[src/rtl/fp_addsub_pipe.sv]
// Three-stage pipelined floating-point adder/subtractor with valid/ready handshake.
// Denormals are flushed to zero on input and output; rounding is round-to-nearest-even.
module fp_addsub_pipe #(
  parameter int unsigned EXP_W = 8,
  parameter int unsigned MAN_W = 23,
  localparam int unsigned W = 1 + EXP_W + MAN_W
) (
  input  logic         clk,
  input  logic         rst_n,
  input  logic         in_valid,
  output logic         in_ready,
  input  logic         op_sub,
  input  logic [W-1:0] a,
  input  logic [W-1:0] b,
  output logic         out_valid,
  input  logic         out_ready,
  output logic [W-1:0] result,
  output logic         overflow,
  output logic         invalid
);

  localparam int unsigned M   = MAN_W + 4;  // hidden, fraction, guard, round, sticky
  localparam int unsigned SW  = MAN_W + 5;  // M plus carry
  localparam int unsigned LZW = $clog2(SW) + 1;
  localparam int unsigned EW  = EXP_W + 2;  // room for carry and negative exponents
  localparam logic [EXP_W-1:0] EXP_ONES  = '1;
  localparam logic [EXP_W-1:0] SHIFT_LIM = EXP_W'(MAN_W + 3);
  localparam logic [W-1:0]     QNAN      = {1'b0, EXP_ONES, 1'b1, {(MAN_W-1){1'b0}}};

  logic advance;
  assign advance  = !out_valid || out_ready;
  assign in_ready = advance;

  // Stage 1: unpack, classify, order by magnitude, align the smaller operand
  logic             a_sign, b_sign, a_zero, b_zero, a_inf, b_inf, a_nan, b_nan, swap;
  logic             big_sign, small_sign;
  logic [EXP_W-1:0] a_exp, b_exp, big_exp, small_exp, exp_diff;
  logic [MAN_W-1:0] a_frac, b_frac;
  logic [M-1:0]     a_mant, b_mant, big_mant, small_mant, small_aligned;
  logic [2*M-1:0]   shift_ext;

  always_comb begin
    a_sign = a[W-1];
    a_exp  = a[W-2:MAN_W];
    a_frac = a[MAN_W-1:0];
    b_sign = b[W-1] ^ op_sub;
    b_exp  = b[W-2:MAN_W];
    b_frac = b[MAN_W-1:0];
    a_zero = (a_exp == '0);
    b_zero = (b_exp == '0);
    a_inf  = (a_exp == EXP_ONES) && (a_frac == '0);
    b_inf  = (b_exp == EXP_ONES) && (b_frac == '0);
    a_nan  = (a_exp == EXP_ONES) && (a_frac != '0);
    b_nan  = (b_exp == EXP_ONES) && (b_frac != '0);
    a_mant = a_zero ? '0 : {1'b1, a_frac, 3'b000};
    b_mant = b_zero ? '0 : {1'b1, b_frac, 3'b000};
    swap   = {b_exp, b_mant} > {a_exp, a_mant};

    big_sign   = swap ? b_sign : a_sign;
    small_sign = swap ? a_sign : b_sign;
    big_exp    = swap ? b_exp : a_exp;
    small_exp  = swap ? a_exp : b_exp;
    big_mant   = swap ? b_mant : a_mant;
    small_mant = swap ? a_mant : b_mant;

    exp_diff  = big_exp - small_exp;
    shift_ext = {small_mant, {M{1'b0}}} >> exp_diff;
    if (exp_diff >= SHIFT_LIM) begin
      small_aligned = {{(M-1){1'b0}}, |small_mant};
    end else begin
      small_aligned = shift_ext[2*M-1:M] | {{(M-1){1'b0}}, |shift_ext[M-1:0]};
    end
  end

  logic             v1_q, nan1_q, inf1_q, inf_sign1_q, sign1_q, eff_sub1_q;
  logic [EXP_W-1:0] exp1_q;
  logic [M-1:0]     big1_q, small1_q;

  // Stage 2: magnitude add/subtract; big >= small so the difference never goes negative
  logic [SW-1:0] sum_d;
  assign sum_d = eff_sub1_q ? {1'b0, big1_q} - {1'b0, small1_q}
                            : {1'b0, big1_q} + {1'b0, small1_q};

  logic             v2_q, nan2_q, inf2_q, inf_sign2_q, sign2_q, eff_sub2_q;
  logic [EXP_W-1:0] exp2_q;
  logic [SW-1:0]    sum2_q;

  // Stage 3: normalise, round, pack and resolve special values
  logic [LZW-1:0] lz;
  logic           found, inc, flush;
  logic [M-1:0]   norm;
  logic [EW-1:0]  exp_n, exp_r;
  logic [MAN_W:0] rnd;
  logic [MAN_W-1:0] frac_o;
  logic [W-1:0]   res_d;
  logic           ovf_d, inv_d;

  always_comb begin
    lz    = '0;
    found = 1'b0;
    for (int i = M - 1; i >= 0; i--) begin
      if (!found) begin
        if (sum2_q[i]) found = 1'b1;
        else           lz = lz + 1'b1;
      end
    end

    if (sum2_q[SW-1]) begin
      norm  = {sum2_q[SW-1:2], sum2_q[1] | sum2_q[0]};
      exp_n = {2'b00, exp2_q} + 1'b1;
    end else begin
      norm  = sum2_q[M-1:0] << lz;
      exp_n = {2'b00, exp2_q} - EW'(lz);
    end
    flush = exp_n[EW-1] || (exp_n == '0);

    inc    = norm[2] & (norm[1] | norm[0] | norm[3]);
    rnd    = {1'b0, norm[M-2:3]} + (MAN_W+1)'(inc);
    frac_o = rnd[MAN_W-1:0];
    exp_r  = exp_n;
    if (rnd[MAN_W]) begin
      exp_r  = exp_n + 1'b1;
      frac_o = '0;
    end

    res_d = '0;
    ovf_d = 1'b0;
    inv_d = 1'b0;
    if (v2_q) begin
      if (nan2_q) begin
        res_d = QNAN;
        inv_d = 1'b1;
      end else if (inf2_q) begin
        res_d = {inf_sign2_q, EXP_ONES, {MAN_W{1'b0}}};
      end else if (!norm[M-1]) begin
        // exact zero: like-signed zeros keep their sign, cancellation gives +0
        res_d = {sign2_q & !eff_sub2_q, {(W-1){1'b0}}};
      end else if (flush) begin
        res_d = {sign2_q, {(W-1){1'b0}}};
      end else if (exp_r >= {2'b00, EXP_ONES}) begin
        res_d = {sign2_q, EXP_ONES, {MAN_W{1'b0}}};
        ovf_d = 1'b1;
      end else begin
        res_d = {sign2_q, exp_r[EXP_W-1:0], frac_o};
      end
    end
  end

  always_ff @(posedge clk or negedge rst_n) begin
    if (!rst_n) begin
      v1_q        <= 1'b0;
      nan1_q      <= 1'b0;
      inf1_q      <= 1'b0;
      inf_sign1_q <= 1'b0;
      sign1_q     <= 1'b0;
      eff_sub1_q  <= 1'b0;
      exp1_q      <= '0;
      big1_q      <= '0;
      small1_q    <= '0;
      v2_q        <= 1'b0;
      nan2_q      <= 1'b0;
      inf2_q      <= 1'b0;
      inf_sign2_q <= 1'b0;
      sign2_q     <= 1'b0;
      eff_sub2_q  <= 1'b0;
      exp2_q      <= '0;
      sum2_q      <= '0;
      out_valid   <= 1'b0;
      result      <= '0;
      overflow    <= 1'b0;
      invalid     <= 1'b0;
    end else if (advance) begin
      v1_q        <= in_valid;
      nan1_q      <= a_nan || b_nan || (a_inf && b_inf && (a_sign != b_sign));
      inf1_q      <= a_inf || b_inf;
      inf_sign1_q <= a_inf ? a_sign : b_sign;
      sign1_q     <= big_sign;
      eff_sub1_q  <= big_sign ^ small_sign;
      exp1_q      <= big_exp;
      big1_q      <= big_mant;
      small1_q    <= small_aligned;
      v2_q        <= v1_q;
      nan2_q      <= nan1_q;
      inf2_q      <= inf1_q;
      inf_sign2_q <= inf_sign1_q;
      sign2_q     <= sign1_q;
      eff_sub2_q  <= eff_sub1_q;
      exp2_q      <= exp1_q;
      sum2_q      <= sum_d;
      out_valid   <= v2_q;
      result      <= res_d;
      overflow    <= ovf_d;
      invalid     <= inv_d;
    end
  end

endmodule

[config.mk]
export PLATFORM = sky130hd
export DESIGN_NAME = fp_addsub_pipe
export DESIGN_NICKNAME = d
export VERILOG_FILES = /design/src/rtl/fp_addsub_pipe.sv
export SDC_FILE = /design/constraint.sdc
export NUM_CORES = 1
export LEC_CHECK = 0
export CORE_MARGIN = 5
export CORE_UTILIZATION = 43
export CTS_BUF_LIST = sky130_fd_sc_hd__clkbuf_8
export DETAILED_ROUTE_END_ITERATION = 8
export DONT_BUFFER_PORTS = 1
export GPL_TIMING_DRIVEN = 0
export PLACE_DENSITY = 0.56
export SLEW_MARGIN = 20
export SYNTH_ARGS = -nofsm -noshare
export SYNTH_HDL_FRONTEND = slang
export SYNTH_SLANG_ARGS = --single-unit
[constraint.sdc]
create_clock -name clk -period 30.5 [get_ports clk]
set_clock_uncertainty 0.15 [all_clocks]
set_input_delay 4.575 -clock clk [delete_from_list [all_inputs] [get_ports clk]]
set_output_delay 4.575 -clock clk [all_outputs]
set_load 0.05 [all_outputs]
# --- Word level (Yosys, flattened, before mapping) ---
# Cells that the tools add are included.
word_totals:
  regBits: 145
  input_bits: 69
  out_inout_bits: 36
op_classes:
  n_addsub: 33
  order_cmp: 3
  eq_ne: 3
  shifts: 2
  n_mux: 133
  bitwise_logic: 8
  reduce_logical: 22
ops:
  columns: ["op", "n"]
  rows:
  - ["$mux W6", 52]
  - ["$mux W27", 6]
  - ["$add A6 B1 Y6 const B", 26]
  - ["$mux W32", 4]
  - ["$mux W1", 63]
  - ["$mux W31", 2]
  - ["$reduce_or A27 Y1", 2]
  - ["$shr A54 B8 Y54", 1]
  - ["$logic_not A23 Y1", 2]
  - ["$reduce_bool A23 Y1", 2]
  - ["$gt A35 B35 Y1", 1]
  - ["$add A27 B27 Y28", 1]
  - ["$mux W28", 1]
  - ["$sub A27 B27 Y28", 1]
  - ["$or A27 B1 Y27", 1]
  - ["$shl A27 B6 Y27", 1]
  - ["$add A23 B1 Y24", 1]
  - ["$mux W23", 1]
  - ["$mux W10", 2]
  - ["$eq A8 B8 Y1 const B", 2]
  - ["$logic_not A8 Y1", 2]
  - ["$mux W8", 2]
  - ["$add A10 B1 Y10 const B", 1]
  - ["$ge A10 B8 Y1 const B", 1]
  - ["other kinds (12)", 26]

# --- Longest topological paths before layout ---
# Gate-level depths: netlist of the first run.
logic_depth:
  word_depth: 93
  mapped_depth: 100
  ltp_nobuf: 95

# --- Worst setup path after synthesis of the first run ---
# No wires, ideal clock.
synth_path:
  kind: "flip-flop to flip-flop"
  startpoint: "register sum2_q[25]"
  endpoint: "register result[10]"
  arrival_ns: 19.209
  required_ns: 30.229
  setup_slack_ns: 11.020
  path_stages_with_launch: 101
  path_buffers: 5
  period_less_slack_ns: 19.480
  path_cell_list: "dfrtp_1 > clkbuf_1 > inv_1 > a21oi_1 > ha_1 > o31a_1 > ha_1 > nand2b_1 > a311oi_1 > ha_1 > nand3_1 > nand2_1 > ha_1 > clkbuf_1 > mux2i_1 > o21ai_0 > ha_1 > nor2_1 > (+65 left out) > inv_2 > buf_1 > buf_1 > ha_1 > a21o_1 > a21o_1 > a21o_1 > a21o_1 > a2111oi_0 > nor2_1 > xor2_1 > inv_1 > nand4_1 > nor3_2 > mux2i_1 > a2111oi_4 > buf_4 > a22o_1"
synth_via:
  elab_chain_cells: 91
  word_cells_on_any_way: 123
  classes_between: "add/sub (28); order compare (1); shift (1); mux (88); bitwise (3); reduce/logical (2)"
synth_lines:
  columns: ["item", "line_no", "source"]
  rows:
  - ["start, declared", "86", "logic [SW-1:0] sum2_q;"]
  - ["start signal, assigned", "189", "sum2_q <= sum_d;"]
  - ["$mux W6", "103", "if (sum2_q[i]) found = 1'b1;"]
  - ["$mux W6", "102", "if (!found) begin"]
  - ["$add A6 B1 Y6", "104", "else lz = lz + 1'b1;"]
  - ["$mux W6", "103", null]
  - ["$mux W6", "102", null]
  - ["$add A6 B1 Y6", "104", null]
  - ["$mux W6", "103", null]
  - ["$mux W6", "102", null]
  - ["(+75 left out)", null, null]
  - ["$mux W10", "121", "if (rnd[MAN_W]) begin"]
  - ["$ge A10 B8 Y1", "140", "end else if (exp_r >= {2'b00, EXP_ONES}) begin"]
  - ["$mux W31", "140", null]
  - ["$mux W31", "138", "end else if (flush) begin"]
  - ["$mux W32 (*)", "135", "end else if (!norm[M-1]) begin"]
  - ["$mux W32 (*)", "133", "end else if (inf2_q) begin"]
  - ["$mux W32 (*)", "130", "if (nan2_q) begin"]
  - ["$mux W32 (*)", "129", "if (v2_q) begin"]
  - ["end signal, assigned", "191", "result <= res_d;"]
  - ["end, declared", "17", "output logic [W-1:0] result,"]
# Mark *: on every way between the ends. The rest lies on a longest branch, timed or not.
# A chain may end at the register's enable or synchronous reset.

# --- Final worst setup path of the first run ---
# Same ends and word-level chain as after synthesis.

==> impl_metrics.yaml, run 1 <==
run_status:
  outcome: "finished, final reports clean"
power:
  power.density_nw_per_um2: 96.9
  ir_worst_vdd_mv: 0.0371
  total_power_mw: 1.81
  power_leakage_nw: 7.95
sta:
  setup_tns_ps: 0
  period_share: 0.763
  fin_crit_ps: 23280
  hold_violations: 0
  maxSlewViolCount: 0
  grt_setup_unrepaired: "no"
  holdWs_ps: 331
  finalSetupViolCount: 0
  tightest_slew_ps: 922
  max_freq_mhz: 42.9
  relSlewSlack: 0.379
worst_setup_path:
  crit_arrival_ps: 23570
  critPathMaxFanout: 10
  cp-start-kind: "register"
  slowest_delay_ps: 610
  crit_top_cell: "ha_1"
  crit_type: "reg2reg"
  end_kind: "register"
  required_ps: 30780
  slowest_stage: "clkbuf_1"
placed_design:
  port_buffers: 0
  place_congestion: 0.982
  dp_hpwl_mm: 49.9
yosys:
  ys_warn_count: 0
  synth_common_cells: "nand2_1 (325), nor2_1 (230), o21ai_0 (175)"
  synth_top_area_share: 0.203
  synthXorXnorAreaFrac: 0.0806
  synth_most_common_cell: "nand2_1"
  synth.distinct_cells: 109
  muxShareOfSynthArea: 0.102
  synth_flop_cell: "dfrtp_1"
  yosysSeqAreaShare: 0.203
  syn_avg_cell_area_um2: 7.48
  synth_edf_count: 0
  synthArstFlopShare: 1.00
  yosys.area_share.simple: 0.260
  synth-seq-cells: 142
  synth_fp_nets: 2508
  synthAdderAreaFrac: 0.0687
  synth_area_leaders: "dfrtp_1 (20%), mux2i_1 (7.1%), nand2_1 (7.0%)"
  synth_top_family_by_area: "simple AND/OR/NAND/NOR gates"
  syn_inst: 2345
  synth_compound_area_frac: 0.232
  yosys.area.top_type: "dfrtp_1"
  syn_area_um2: 17500
drt:
  via_per_inst: 6.02
  routed_wl_mm: 61.1
  drt_iter0_markers: 1225
  antenna_left: 0
  drt_first_pass_iters: 5
  vias: 17500
  routedWlPerCell_um: 21.0
  drc: 0
clock_network:
  htreeDepth: 4
  cts_tree: "done"
  ctsResizeCount: 0
  hold_buffers: 0
  cts_sinks: 142
  numCtsBuffers: 17
  path_clk_slew_ps: 90
  post_cts_buffers: 0
  cts.path.max_buffers: 2
  cts.root.buffer_cell: "clkbuf_8"
  clock_insertion_delay_worst_skew_ps: 500
layout:
  drive_above_1_share: 0.0702
  diodes: 0
  fin_util: 0.460
  fin_nets: 2528
  syn_to_final_growth_pct: 6.41
grt:
  grt_max_degree: 143
  grt_pass1_vias: 17200
  antenna_found_initial: 0
  grt_pass1_wl_mm: 95.6
  gr-total-overflow: 0
  track_usage: 0.266
die:
  start_util: 0.432
  die_h_um: 212
  io_pins: 105
  dieArea_um2: 44900
  fp.dieW_um: 212
  fp.coreArea_um2: 40600
  rows: 74
min_path:
  hp-class: "reg2reg"
run:
  max_cap_viol_count: 0
-- placed cells by master, fill, tap and decap left out, drive strengths merged, types with 13 or more instances in the layout --
master / Yosys / layout
dfrtp: 142 / 142
o31ai: 31 / 31
xnor2: 101 / 101
inv: 76 / 82
nor2: 233 / 233
a211oi: 18 / 18
a21boi: 18 / 18
xor2: 26 / 26
a21oi: 154 / 154
nand2: 327 / 327
nand3: 49 / 49
a22o: 32 / 32
or3: 14 / 14
a21o: 36 / 36
buf: 47 / 48
clkbuf: 101 / 118
nor3: 74 / 74
nand4: 30 / 30
a22oi: 16 / 16
nor4: 37 / 37
nand2b: 23 / 23
mux2i: 126 / 126
and3: 26 / 26
nor2b: 27 / 27
nor3b: 13 / 13
and2: 34 / 34
or4: 15 / 15
a31oi: 30 / 30
mux2: 42 / 42
o21ai: 185 / 185
or2: 14 / 14
o211ai: 23 / 23
ha: 93 / 93
-- worst max-delay path, delay by kind of cell, from the launching register on --
kind                     cells  cell delay (ps)
buffers and inverters        9             2980
adder cells (fa/ha/maj)     24             7560
AND/OR/NAND/NOR             21             2650
XOR/XNOR                     2              420
flip-flops                   1              330
AO/OA/AOI/OAI               22             4580
multiplexers                20             4520
-- routing by layer --
layer / up-vias / GRT usage / wire length [um]
met5: - / 0 / 0
met1: 8318 / 0.351 / 27000
met2: 538 / 0.441 / 28700
li1: 8536 / - / -
met4: 0 / 0.110 / 2430
met3: 123 / 0.0359 / 2940
-- registers in the layout, summed over array words and instances (netlist names), 8 cells and up --
| signal | flops |
|---|---|
| small1_q | 27 |
| big1_q | 24 |
| result | 32 |
| exp1_q | 8 |
| sum2_q | 28 |
| exp2_q | 8 |
-- area by class of cell --
cell class | instances | area (um^2)
flip-flops and latches | 142 | 3550
repair buffers | 1 | 5.00
clock inverters | 15 | 211
inverters | 77 | 289
fillers | 4215 | 21900
multi-input cells | 1977 | 13000
plain buffers | 149 | 657
well taps | 532 | 666
clock buffers | 17 | 234
-- report_power, final --
| part | internal [mW] | switching (mW) |
|---|---|---|
| clock | 0.0907 | 0.0832 |
| combinational | 0.485 | 0.804 |
| sequential | 0.246 | 0.0989 |
-- cells by family after synthesis --
| group | after synthesis |
|---|---|
| AOI/OAI and AO/OA | 630 |
| and+or+nand+nor | 945 |
| buffers and inverters | 226 |
| xor gates and xnor gates | 137 |
| adders and majority gates | 96 |
| DFF | 142 |
| muxes | 169 |
-- path summary, 6_finish.rpt --
check / cells after the start / end / slack (ps) / start
setup / recovery: 98 / result[10] / 7220 / sum2_q[25]
hold / removal: 2 / exp2_q[3] / 330 / exp1_q[3]
setup reg to reg: 98 / result[10] / 7220 / sum2_q[25]
hold reg to reg: 2 / exp2_q[3] / 330 / exp1_q[3]
max in group asynchronous: 0 / sum2_q[26] / 26350 / rst_n
min in group asynchronous: 0 / result[3] / 3600 / rst_n
-- stage by stage --
step | std cells | area [um^2] | setup WS (ps)
2_1_floorplan | 2345 | 17500 | 11020
3_3_place_gp | 2877 | 18200 | 7900
3_5_place_dp | 2878 | 18200 | 7460
4_1_cts | 2910 | 18700 | 7400
5_1_grt | 2910 | 18700 | 5640
6_report | 2910 | 18700 | 7220
Power figures use the tool's default switching activity.
==> run 2, diff against run 1 <==
clock period = 24.2 ns   (was 30.5 ns; I/O delays follow)
==> impl_metrics.yaml, run 2 (same netlist as run 1, synthesis figures left out) <==
worst_setup_path:
  reg2reg_slack_ps: 1670
  critPathMaxFanout: 15
  crit_top_cell: "ha_1"
  crit_arrival_ps: 22810
  r2r_cells: 97
  required_ps: 24480
  crit_type: "reg2reg"
  cp-start-kind: "register"
  slowest_stage: "dfrtp_1"
  slowest_delay_ps: 710
  end_kind: "register"
clock_network:
  cts_sinks: 142
  path_clk_slew_ps: 90
  clock_insertion_delay_worst_skew_ps: 500
  post_cts_buffers: 0
  cts.path.max_buffers: 2
  htreeDepth: 4
  cts.root.buffer_cell: "clkbuf_8"
  cts_tree: "done"
  numCtsBuffers: 17
sta:
  setup_tns_ps: 0
  hold_violations: 0
  finalSetupViolCount: 0
  fin_crit_ps: 22530
  grt_setup_unrepaired: "no"
  max_freq_mhz: 44.4
  maxSlewViolCount: 0
  tightest_slew_ps: 916
  relSlewSlack: 0.383
  period_share: 0.931
die:
  die_h_um: 212
  fp.coreArea_um2: 40600
  rows: 74
  io_pins: 105
  fp.dieW_um: 212
  start_util: 0.432
  dieArea_um2: 44900
grt:
  gr-total-overflow: 0
  track_usage: 0.266
  grt_max_degree: 143
  antenna_found_initial: 0
  grt_pass1_wl_mm: 95.6
  grt_pass1_vias: 17200
min_path:
  hp-class: "reg2reg"
  min_path_cells: 2
placed_design:
  place_congestion: 0.982
  dp_hpwl_mm: 49.9
  placed_area_um2: 18200
  port_buffers: 0
layout:
  postLayoutCellArea_um2: 18700
  regMostFlops: "result"
  fin_util: 0.460
  fin_nets: 2526
  final_cell_mix: "nand2_1 (325), nor2_1 (230), o21ai_0 (175)"
  drive_above_1_share: 0.0728
  syn_to_final_growth_pct: 6.47
  top_regs: "result: 32 flops, sum2_q: 28 flops, small1_q: 27 flops"
  layout_commonest_cell: "nand2_1"
  diodes: 0
  largest_reg_flops: 32
drt:
  routed_wl_mm: 61.0
  via_per_inst: 6.00
  routedWlPerCell_um: 21.0
  vias: 17400
  drt_iter0_markers: 1190
  drt_first_pass_iters: 5
  drc: 0
  antenna_left: 0
power:
  ir_worst_vdd_mv: 0.0465
  power_leakage_nw: 7.96
  power.density_nw_per_um2: 122
run_status:
  outcome: "finished, final reports clean"
run:
  max_cap_viol_count: 0
run 2: where the power goes:
part           internal [mW]  switching, mW
sequential             0.310          0.129
clock                  0.114          0.105
combinational          0.612           1.01
run 2: per-stage QoR:
step	std cells	worst slack [ps]	hold slack (ps)	total power, mW
3_5_place_dp	2878	1160	312	2.03
6_report	2908	1670	331	2.28
4_1_cts	2910	1100	333	2.26
2_1_floorplan	2345	4720	289	1.61
5_1_grt	2908	153	369	2.47
3_3_place_gp	2877	1600	304	2.02
run 2: cell type report:
class | instances | area (um^2)
plain buffers | 147 | 654
clock buffers | 17 | 234
clock inverters | 15 | 211
fillers | 4214 | 21900
inverters | 77 | 289
multi-input cells | 1977 | 13100
flip-flops and latches | 142 | 3550
well taps | 532 | 666
repair buffers | 1 | 5.00
run 2: per-layer routing:
layer / wire length, um / vias up / track usage
li1: - / 8516 / -
met1: 27000 / 8263 / 0.351
met2: 28500 / 538 / 0.441
met3: 3030 / 123 / 0.0359
met4: 2450 / 0 / 0.110
met5: 0 / - / 0
run 2: worst paths after layout:
path	endpoint	from
setup / recovery	result[10]	sum2_q[25]
hold / removal	exp2_q[3]	exp1_q[3]
setup reg to reg	result[10]	sum2_q[25]
hold reg to reg	exp2_q[3]	exp1_q[3]
max in group asynchronous	sum2_q[26]	rst_n
min in group asynchronous	result[3]	rst_n
run 2: timing repair:
item                                    4_1_cts  5_1_grt
resized for setup                             0        8
endpoints found under the setup margin        0       32
hold buffers                                  0        0
run 2: worst max-delay path: cells and delay by family, from the launching register on:
kind,cells,cell delay [ps]
buffers and inverters,6,1390
multiplexers,19,4330
XOR/XNOR,2,540
AND/OR/NAND/NOR,23,3070
flip-flops,1,710
adder cells (fa/ha/maj),24,7480
AO/OA/AOI/OAI,23,4790
